<file path="config.mk">
export PLATFORM = sky130hd
export DESIGN_NAME = okand_host_flat
export DESIGN_NICKNAME = d
export VERILOG_FILES = /design/src/rtl/okand_pkg.sv /design/src/rtl/okand_if.sv /design/src/rtl/okand_timeout.sv /design/src/rtl/okand_host.sv /design/src/flat_wrapper.sv
export SDC_FILE = /design/constraint.sdc
export NUM_CORES = 1
export LEC_CHECK = 0
export CAP_MARGIN = 15
export CELL_PAD_IN_SITES_DETAIL_PLACEMENT = 1
export CELL_PAD_IN_SITES_GLOBAL_PLACEMENT = 1
export CORE_MARGIN = 8
export CORE_UTILIZATION = 43
export DETAILED_ROUTE_END_ITERATION = 6
export PLACE_DENSITY = 0.9
export SLEW_MARGIN = 5
export SYNTH_ARGS = -nofsm -noshare
export SYNTH_HDL_FRONTEND = slang
export SYNTH_SLANG_ARGS = --single-unit
</file>
<file path="constraint.sdc">
create_clock -name pc_clk -period 3.62 [get_ports pc_clk]
set_input_delay 0.724 -clock pc_clk [delete_from_list [all_inputs] [get_ports pc_clk]]
set_output_delay 0.724 -clock pc_clk [all_outputs]
set_load 0.02 [all_outputs]
</file>
<file path="src/rtl/okand_pkg.sv">
`default_nettype none
// ============================================================================
// Module   : okand_pkg
// Brief    : Shared defaults and FSM state type for the okand serial host.
// Revision : 1.0 - initial release
// ============================================================================
package okand_pkg;

   localparam int c_op_w_default    = 16;
   localparam int c_timeout_default = 64;

   typedef enum logic [2:0] {
      ST_IDLE  = 3'd0,
      ST_SEND  = 3'd1,
      ST_WAIT  = 3'd2,
      ST_RECV  = 3'd3,
      ST_DONE  = 3'd4,
      ST_ABORT = 3'd5
   } state_t;

endpackage
`default_nettype wire

</file>
<file path="src/rtl/okand_if.sv">
`default_nettype none
// ============================================================================
// Module   : okand_if
// Brief    : Request/response handshake bundle between a client and the host.
// Revision : 1.0 - initial release
// ============================================================================
interface okand_if
   import okand_pkg::*;
#(
   parameter int OP_W = c_op_w_default
);

   logic            req_valid;
   logic            req_ready;
   logic [OP_W-1:0] op_a;
   logic [OP_W-1:0] op_b;
   logic            rsp_valid;
   logic            rsp_ready;
   logic [OP_W-1:0] rsp_result;
   logic            rsp_error;

   modport master (
      output req_valid, op_a, op_b, rsp_ready,
      input  req_ready, rsp_valid, rsp_result, rsp_error
   );

   modport slave (
      input  req_valid, op_a, op_b, rsp_ready,
      output req_ready, rsp_valid, rsp_result, rsp_error
   );

endinterface
`default_nettype wire

</file>
<file path="src/rtl/okand_timeout.sv">
`default_nettype none
// ============================================================================
// Module   : okand_timeout
// Brief    : Idle-cycle counter; expire fires on the TIMEOUT-th consecutive tick.
// Revision : 1.0 - initial release
// ============================================================================
module okand_timeout
   import okand_pkg::*;
#(
   parameter int TIMEOUT = c_timeout_default
) (
   input  logic clk,
   input  logic rst,
   input  logic i_clear,
   input  logic i_tick,
   output logic o_expire
);

   localparam int c_cnt_w = $clog2(TIMEOUT + 1);

   logic [c_cnt_w-1:0] r_cnt;

   always_ff @(posedge clk or posedge rst) begin
      if (rst) begin
         r_cnt <= '0;
      end else if (i_clear) begin
         r_cnt <= '0;
      end else if (i_tick) begin
         r_cnt <= r_cnt + c_cnt_w'(1);
      end
   end

   assign o_expire = i_tick && (r_cnt == c_cnt_w'(TIMEOUT - 1));

endmodule
`default_nettype wire

</file>
<file path="src/rtl/okand_host.sv">
`default_nettype none
// ============================================================================
// Module   : okand_host
// Brief    : Serialises two operands to a responder and collects its serial result.
// Revision : 1.0 - initial release
// ============================================================================
module okand_host
   import okand_pkg::*;
#(
   parameter int OP_W    = c_op_w_default,
   parameter int TIMEOUT = c_timeout_default
) (
   input  logic     pc_clk,
   input  logic     pc_rst,
   okand_if.slave   bus,
   input  logic     tx_stall,
   output logic     pc_data,
   output logic     pc_valid,
   output logic     link_rst,
   input  logic     fpga_data,
   input  logic     fpga_valid
);

   localparam int c_sh_w = 2 * OP_W;
   localparam int c_tx_w = $clog2(c_sh_w);
   localparam int c_rx_w = (OP_W > 1) ? $clog2(OP_W) : 1;

   state_t              r_state;
   state_t              w_state_nxt;
   logic [c_sh_w-1:0]   r_shift;
   logic [c_tx_w-1:0]   r_tx_idx;
   logic [c_rx_w-1:0]   r_rx_idx;
   logic [OP_W-1:0]     r_result;
   logic                r_error;
   logic                r_pc_data;
   logic                r_pc_valid;
   logic                r_link_rst;
   logic                r_abort_cnt;

   logic w_accept, w_tx_fire, w_tx_last, w_rx_listen, w_rx_fire, w_rx_last;
   logic w_to_expire;

   assign w_accept    = bus.req_valid && (r_state == ST_IDLE);
   assign w_tx_fire   = (r_state == ST_SEND) && !tx_stall;
   assign w_tx_last   = w_tx_fire && (r_tx_idx == c_tx_w'(c_sh_w - 1));
   assign w_rx_listen = (r_state == ST_WAIT) || (r_state == ST_RECV);
   assign w_rx_fire   = w_rx_listen && fpga_valid;
   assign w_rx_last   = w_rx_fire && (r_rx_idx == c_rx_w'(OP_W - 1));

   // Cleared as WAIT is entered and on every captured bit; counts only idle listening cycles.
   okand_timeout #(
      .TIMEOUT (TIMEOUT)
   ) u_timeout (
      .clk      (pc_clk),
      .rst      (pc_rst),
      .i_clear  (w_tx_last || w_rx_fire),
      .i_tick   (w_rx_listen && !fpga_valid),
      .o_expire (w_to_expire)
   );

   always_ff @(posedge pc_clk or posedge pc_rst) begin
      if (pc_rst) begin
         r_state <= ST_IDLE;
      end else begin
         r_state <= w_state_nxt;
      end
   end

   always_comb begin
      w_state_nxt = r_state;
      unique case (r_state)
         ST_IDLE:  if (w_accept) w_state_nxt = ST_SEND;
         ST_SEND:  if (w_tx_last) w_state_nxt = ST_WAIT;
         ST_WAIT: begin
            if (w_rx_last)        w_state_nxt = ST_DONE;
            else if (w_rx_fire)   w_state_nxt = ST_RECV;
            else if (w_to_expire) w_state_nxt = ST_ABORT;
         end
         ST_RECV: begin
            if (w_rx_last)        w_state_nxt = ST_DONE;
            else if (w_to_expire) w_state_nxt = ST_ABORT;
         end
         ST_ABORT: if (r_abort_cnt) w_state_nxt = ST_DONE;
         ST_DONE:  if (bus.rsp_ready) w_state_nxt = ST_IDLE;
         default:  w_state_nxt = ST_IDLE;
      endcase
   end

   always_ff @(posedge pc_clk or posedge pc_rst) begin
      if (pc_rst) begin
         r_shift     <= '0;
         r_tx_idx    <= '0;
         r_rx_idx    <= '0;
         r_result    <= '0;
         r_error     <= 1'b0;
         r_pc_data   <= 1'b0;
         r_pc_valid  <= 1'b0;
         r_link_rst  <= 1'b1;
         r_abort_cnt <= 1'b0;
      end else begin
         // Registered so the responder reset spans exactly the ABORT residency.
         r_link_rst <= (w_state_nxt == ST_ABORT);
         r_pc_valid <= w_tx_fire;
         if (w_accept) begin
            r_shift  <= {bus.op_b, bus.op_a};
            r_tx_idx <= '0;
            r_rx_idx <= '0;
            r_result <= '0;
            r_error  <= 1'b0;
         end
         if (w_tx_fire) begin
            r_pc_data <= r_shift[0];
            r_shift   <= r_shift >> 1;
            r_tx_idx  <= r_tx_idx + c_tx_w'(1);
         end
         if (w_rx_fire) begin
            r_result[r_rx_idx] <= fpga_data;
            r_rx_idx           <= r_rx_idx + c_rx_w'(1);
         end
         if (r_state == ST_ABORT) begin
            r_abort_cnt <= ~r_abort_cnt;
            r_result    <= '0;
            r_error     <= 1'b1;
         end
      end
   end

   assign pc_data        = r_pc_data;
   assign pc_valid       = r_pc_valid;
   assign link_rst       = r_link_rst;
   assign bus.req_ready  = (r_state == ST_IDLE);
   assign bus.rsp_valid  = (r_state == ST_DONE);
   assign bus.rsp_result = r_result;
   assign bus.rsp_error  = r_error;

endmodule
`default_nettype wire

</file>
<file path="src/flat_wrapper.sv">
// flat-port wrapper written by rule: the top's interface ports become plain ports
module okand_host_flat import okand_pkg::*;
#(
   parameter int OP_W    = c_op_w_default,
   parameter int TIMEOUT = c_timeout_default
)
  (pc_clk, pc_rst, tx_stall, pc_data, pc_valid, link_rst, fpga_data, fpga_valid, bus_req_valid, bus_op_a, bus_op_b, bus_rsp_ready, bus_req_ready, bus_rsp_valid, bus_rsp_result, bus_rsp_error);
  okand_if #(.OP_W(OP_W)) bus_i ();
  input  logic pc_clk;
  input  logic pc_rst;
  input  logic tx_stall;
  output logic pc_data;
  output logic pc_valid;
  output logic link_rst;
  input  logic fpga_data;
  input  logic fpga_valid;
  input wire logic [$bits(bus_i.req_valid)-1:0] bus_req_valid;
  input wire logic [$bits(bus_i.op_a)-1:0] bus_op_a;
  input wire logic [$bits(bus_i.op_b)-1:0] bus_op_b;
  input wire logic [$bits(bus_i.rsp_ready)-1:0] bus_rsp_ready;
  output wire logic [$bits(bus_i.req_ready)-1:0] bus_req_ready;
  output wire logic [$bits(bus_i.rsp_valid)-1:0] bus_rsp_valid;
  output wire logic [$bits(bus_i.rsp_result)-1:0] bus_rsp_result;
  output wire logic [$bits(bus_i.rsp_error)-1:0] bus_rsp_error;
  assign bus_i.req_valid = bus_req_valid;
  assign bus_i.op_a = bus_op_a;
  assign bus_i.op_b = bus_op_b;
  assign bus_i.rsp_ready = bus_rsp_ready;
  assign bus_req_ready = bus_i.req_ready;
  assign bus_rsp_valid = bus_i.rsp_valid;
  assign bus_rsp_result = bus_i.rsp_result;
  assign bus_rsp_error = bus_i.rsp_error;
  okand_host #(.OP_W(OP_W), .TIMEOUT(TIMEOUT)) u_core (.pc_clk(pc_clk), .pc_rst(pc_rst), .bus(bus_i), .tx_stall(tx_stall), .pc_data(pc_data), .pc_valid(pc_valid), .link_rst(link_rst), .fpga_data(fpga_data), .fpga_valid(fpga_valid));
endmodule
</file>
==> results.json <==
{
  "routed_wl_um": 8820,
  "core_area_um2": 7690,
  "viasPerCell": 5.70,
  "hold_class": "reg2reg",
  "fin_util_pct": 56.5,
  "relSlewSlack_pct": 50.7,
  "multi_input_area_um2": 1470,
  "grt_pass1_vias": 3104,
  "hold_ws_ps": 471,
  "skew_ps": 9.33,
  "synth_seq_cells": 72,
  "port_buffers": 60,
  "leakage_nw": 1.96,
  "cts_num_sinks": 72,
  "ff2ff_setup_slack_ps": 1460,
  "grt_pass1_wl_um": 15100,
  "critPathLaunch": "u_core.r_state[2]",
  "syn_nets": 393,
  "fin_cells": 504,
  "yosys.area.top_type_share_pct": 52.3,
  "dr.pass1.iters": 4,
  "placed_cells": 488,
  "finalSetupViolCount": 0,
  "ys_warn_count": 0,
  "overflow": 0,
  "cts_setup_buffers": 0,
  "globalRouteTotalUtil_pct": 16.4,
  "clockBufferDepth": 2,
  "h-tree-depth": 3,
  "drtIter0Drc": 83,
  "cts_resized": 0,
  "final_cell_mix": "nand2_1, dfrtp_1, clkdlybuf4s50_1",
  "internal_power_mw": 2.18,
  "hpwlAfterDp_um": 6090,
  "place_congestion": 0.809,
  "ys_types": 41,
  "nNetsFinal": 443,
  "drive_above_1_share_pct": 7.46,
  "num_rows": 32,
  "cts_tree": "built",
  "synth_area_leaders": "dfrtp_1, nand2_1, a22oi_1",
  "seq_power_share_pct": 39.4,
  "powerDensity_nw_per_um2": 788,
  "hold_viol_final": 0,
  "cp.depth": 3,
  "start_kind": "register",
  "layout_commonest_cell": "nand2_1",
  "die_y_um": 105,
  "start_util_pct": 44.2,
  "swShare_pct": 36.4,
  "arrival_ps": 2010,
  "cp-endpoint": "bus_rsp_valid",
  "worst_pin_slew_ps": 738,
  "place_ws_ps": 866,
  "nFillCells": 884,
  "fin_setup_tns_ps": 0,
  "antenna_left": 0,
  "r2r-end": "u_core.bus.rsp_result[1]",
  "ioPinCount": 61,
  "path_buf_inv": 1,
  "power.share.clock_pct": 25.0,
  "power_switching_mw": 1.24,
  "avgSynthCellArea_um2": 9.78,
  "clk_pin_slew_ps": 70,
  "yosysSeqAreaShare_pct": 53.1,
  "r2r_cells": 4,
  "reg2reg_from": "u_core.r_state[1]",
  "period_share_pct": 75.5,
  "setup_ws_ps": 887,
  "remaining_drc_errors": 0,
  "synth_area_leader_cell": "dfrtp_1",
  "cts_root_buf": "clkbuf_8",
  "cp-end-kind": "primary output",
  "vias": 2874,
  "status": "complete, no violations",
  "die_w_um": 105,
  "crit_path_top_delay_cell": "dfrtp_1",
  "post-route-cell-area_um2": 4350,
  "postSynthCellCount": 347,
  "syn_area_um2": 3390,
  "max_freq_mhz": 366,
  "grt_start_max_net_pins": 47,
  "critPathMaxStageDelay_ps": 660,
  "wl_per_cell_um": 17.5,
  "finalPower_mw": 3.42,
  "crit_chain": "nor2b_1, and2_1, clkdlybuf4s50_1",
  "crit_family": "flip-flops",
  "combPwrFrac_pct": 35.6,
  "synthToLayoutAreaGrowth_pct": 28.0,
  "clk_latency_ps": 350,
  "die_area_um2": 11000,
  "place_area_um2": 4080,
  "final-seq-area_um2": 1800,
  "peakVddDrop_v": 0.000359,
  "cts_buffers": 9,
  "maxCapViolations": 0,
  "crit_required_ps": 2900,
  "grt_setup_unrepaired": "no",
  "cts-hold-fix-buffers": 0,
  "final-max-slew-violation-count": 0,
  "grt_antenna_before_repair": 0,
  "critical_path_class": "reg2out",
  "diodes": 0,
  "cp_max_fo": 12,
  "min_period_ps": 2730
}
==> area by class of cell <==
type                       instances  area share (%)
sequential                        72            41.5
tap                              102            2.94
timing repair buffer              65            15.1
inverter                           6           0.518
clock inverter                     5            2.94
multi-input combinational        243            33.7
clock buffer                      11            3.25
==> synth_stat cells (all sizes together) <==
| cell | number |
|---|---|
| nand3 | 3 |
| nand2b | 6 |
| a21oi | 17 |
| ha | 7 |
| o2bb2ai | 1 |
| clkbuf | 9 |
| nor4b | 2 |
| nand2 | 84 |
| inv | 6 |
| and3 | 2 |
| or3b | 1 |
| a211oi | 4 |
| o31ai | 2 |
| o211ai | 11 |
| a211o | 1 |
| dfrtp | 71 |
| nand3b | 2 |
| o311ai | 4 |
| nor3b | 1 |
| a21o | 4 |
| and2 | 4 |
| o21ai | 14 |
| xnor2 | 1 |
| a22oi | 31 |
| a31oi | 1 |
| buf | 17 |
| a22o | 1 |
| dfstp | 1 |
| nand4 | 17 |
| nor2b | 4 |
| o21a | 1 |
| and3b | 1 |
| nor3 | 3 |
| nor2 | 5 |
| xor2 | 4 |
| mux2 | 2 |
| or2 | 1 |
| nor4 | 1 |
==> layer usage <==
layer,GRT usage [%],vias to the layer above,wire (um)
li1,-,1332,-
met3,4.30,15,422
met5,0,-,0
met1,19.6,1451,3890
met4,6.12,0,123
met2,27.7,76,4380
==> worst min path at each step <==
stage	to	start	slack [ps]	cells past startpoint
2_1_floorplan	u_core.r_abort_cnt	u_core.r_abort_cnt	430	1
3_3_place_gp	u_core.r_shift[0]	u_core.r_shift[0]	460	2
3_5_place_dp	u_core.r_abort_cnt	u_core.r_abort_cnt	460	1
4_1_cts	u_core.r_abort_cnt	u_core.r_abort_cnt	470	1
5_1_grt	u_core.r_abort_cnt	u_core.r_abort_cnt	500	1
6_report	u_core.r_abort_cnt	u_core.r_abort_cnt	470	1
==> state kept, by name, indices dropped and copies added (netlist names) <==
signal / count
u_core.r_tx_idx: 5
u_core.u_timeout.r_cnt: 7
u_core.r_rx_idx: 4
u_core.bus.rsp_error: 1
u_core.r_state: 3
u_core.bus.rsp_result: 16
u_core.pc_data: 1
u_core.pc_valid: 1
u_core.r_shift: 32
u_core.link_rst: 1
u_core.r_abort_cnt: 1
==> power by group through the flow <==
stage / sequential [mW] / clock, mW / combinational, mW
after floorplan: 1.36 / 0 / 0.732
after global placement: 1.33 / 0 / 1.15
after detailed placement: 1.36 / 0 / 1.22
after CTS: 1.35 / 0.868 / 1.24
after global routing: 1.39 / 0.896 / 1.35
final: 1.35 / 0.856 / 1.22
==> cells by family (layout without fill, tap and decap cells) <==
kind of cell,after synthesis,count (layout),synth area share [%]
buf+inv,32,87,4.31
fa+ha+maj,7,7,2.58
xor+xnor,5,5,1.29
compound gates,92,92,18.3
simple gates,137,137,19.8
flops,72,72,53.1
mux,2,2,0.663
Note: power is estimated with default switching activity, not from simulation.
==> edit: new RTL, same settings <==
Change the package constant `c_op_w_default` from 16 to 32.
--- a/src/rtl/okand_pkg.sv
+++ b/src/rtl/okand_pkg.sv
@@ -8,3 +8,3 @@
 
-   localparam int c_op_w_default    = 16;
+   localparam int c_op_w_default    = 32;
    localparam int c_timeout_default = 64;
Interface: changed (resized bus_op_a, bus_op_b and bus_rsp_result); port bits go from 61 to 109. The function was not compared with the original's and may differ.
==> edit against the original RTL <==
Design area rose by 69%. Routed wire length rose by 97%. Total power rose by 56%. Sequential share of layout area rose by 0.072 points. Sequential cell count rose by 50. Worst setup slack improved by 0.095 ns. Clock skew fell by 0.0023 ns. Non-clock buffer count rose by 48. Via count rose by 73%. Combinational power rose by 16%. Area after synthesis rose by 67%.
==> edit: results (changes against the original RTL) <==
** Timing
- The clock skew came to 0.00705 ns (-0.00228 ns).
- The slew of the pin with the lowest slew margin came to 1.15 ns (+0.411 ns).

** Setup path
- R2r setup slk :: 1.12 ns (-0.34 ns)
- Depth of the worst register-to-register path :: 5 (+1)
- Reg-to-Reg Start :: u_core.r_state[2]$_DFF_PP0_
- The peak per-stage delay on the critical path is 0.63 ns (-0.03 ns).
- The worst register-to-register path ends at u_core.r_shift[24]$_DFFE_PP0P_.

** Layout
- Fill count :: 1469 (+66%)
- Largest register FFs :: 64 (+100%)
- The net count reported at finish is 754 (+70%).

** CTS
- The tree is rooted in a sky130_fd_sc_hd__clkbuf_16.
- Clock-pin slew reported for the worst setup and hold paths after clock tree synthesis :: 0.05 ns (-0.02 ns)
- The clock insertion delay at the later pin of the skew report was 0.42 ns (+0.07 ns).
- The number of H-tree branching levels came to 4 (+1).
- Number of buffers inserted during clock tree synthesis :: 17 (+8)

** Routing
- Wire per inst :: 20.2 µm (+15%)
- The iteration-0 DRC count of the detailed router is 524 (+530%).

** Power
- Worst IR drop on VDD :: 346 µV (-3.7%)

** Yosys
- Ranked by instance count, the synthesized netlist is headed by sky130_fd_sc_hd__nand2_1, sky130_fd_sc_hd__dfrtp_1, sky130_fd_sc_hd__a22oi_1.
- Sequential-to-total area share from yosys stat :: 0.540 (+0.00890)
- The net count of the mapped netlist is 668 (+70%).
- Largest cells by area after synthesis :: sky130_fd_sc_hd__dfrtp_1, sky130_fd_sc_hd__nand2_1, sky130_fd_sc_hd__a22oi_1, sky130_fd_sc_hd__o211ai_1, sky130_fd_sc_hd__nand3_1

** Placed design
- The total of buffers placed on input and output ports came to 108 (+80%).
- The placed wire-length estimate came to 11100 µm (+83%).
- The weighted congestion reported at the end of routability-driven placement is 0.778 (-3.8%).

** Run status
- The flow ran to the end, and the final reports show no timing, DRC or antenna violations.

** Global routing
- All-layer global routing usage :: 0.211 (+0.0476)
- Largest net degree at the start of global routing :: 66 (+40%)

** Min path
- Startpoint of the lowest-slack hold path :: u_core.r_abort_cnt$_DFFE_PP0N_
[edit: how the worst min path moves through the flow]
stage          cells past startpoint                              to  slack [ns]
6_report                           1  u_core.r_abort_cnt$_DFFE_PP0N_        0.47
5_1_grt                            1  u_core.r_abort_cnt$_DFFE_PP0N_        0.47
4_1_cts                            1  u_core.r_abort_cnt$_DFFE_PP0N_        0.47
3_5_place_dp                       1  u_core.r_abort_cnt$_DFFE_PP0N_        0.45
3_3_place_gp                       1  u_core.r_abort_cnt$_DFFE_PP0N_        0.45
2_1_floorplan                      1  u_core.r_abort_cnt$_DFFE_PP0N_        0.43
[edit: area by class of cell]
| type | instances | area (µm²) | share of cell area |
|---|---|---|---|
| clock buffer | 24 | 492 | 0.0669 |
| clock inverter | 3 | 65.1 | 0.00885 |
| inverter | 4 | 18.8 | 0.00255 |
| multi-input combinational | 418 | 2350 | 0.320 |
| sequential | 122 | 3050 | 0.416 |
| tap | 176 | 220 | 0.0300 |
| timing repair buffer | 113 | 1140 | 0.156 |
[edit: power by group]
group / switching, W / leakage, nW / internal, W
Clock: 0.000573 / 0.274 / 0.00106
Sequential: 0.000416 / 1.61 / 0.00188
Combinational: 0.000808 / 1.43 / 0.000608
[edit: worst max-delay path, delay by kind of cell, from the launching register on]
kind                   cells  cell delay (ns)
DFF                        1             0.63
buffers and inverters      1             0.63
and+or+nand+nor            1             0.23
[edit: logic make-up (layout without fill, tap and decap cells)]
group / after synthesis / in the layout / synth area share
AO/OA/AOI/OAI: 155 / 155 / 0.186
XOR/XNOR: 5 / 5 / 0.00774
adder cells (fa/ha/maj): 7 / 7 / 0.0155
buffers and inverters: 50 / 144 / 0.0462
flip-flops: 122 / 122 / 0.540
AND/OR/NAND/NOR: 251 / 251 / 0.204
[edit: stage by stage]
step	setup WS, ns	utilization	power, W	cells	cell area (µm²)
after global placement	0.722	0.521	0.00354	833	6790
after global routing	0.849	0.564	0.00564	860	7350
after CTS	0.968	0.564	0.00540	860	7350
final	0.982	0.564	0.00535	860	7350
after detailed placement	0.628	0.521	0.00370	833	6790
after floorplan	1.40	-	0.00307	590	5660
[edit: layer usage]
metal	wire, µm	global-route usage	vias to the layer above
li1	-	-	2266
met1	7000	0.245	2533
met2	9130	0.364	136
met3	801	0.0479	34
met4	426	0.101	0
met5	0	0	-
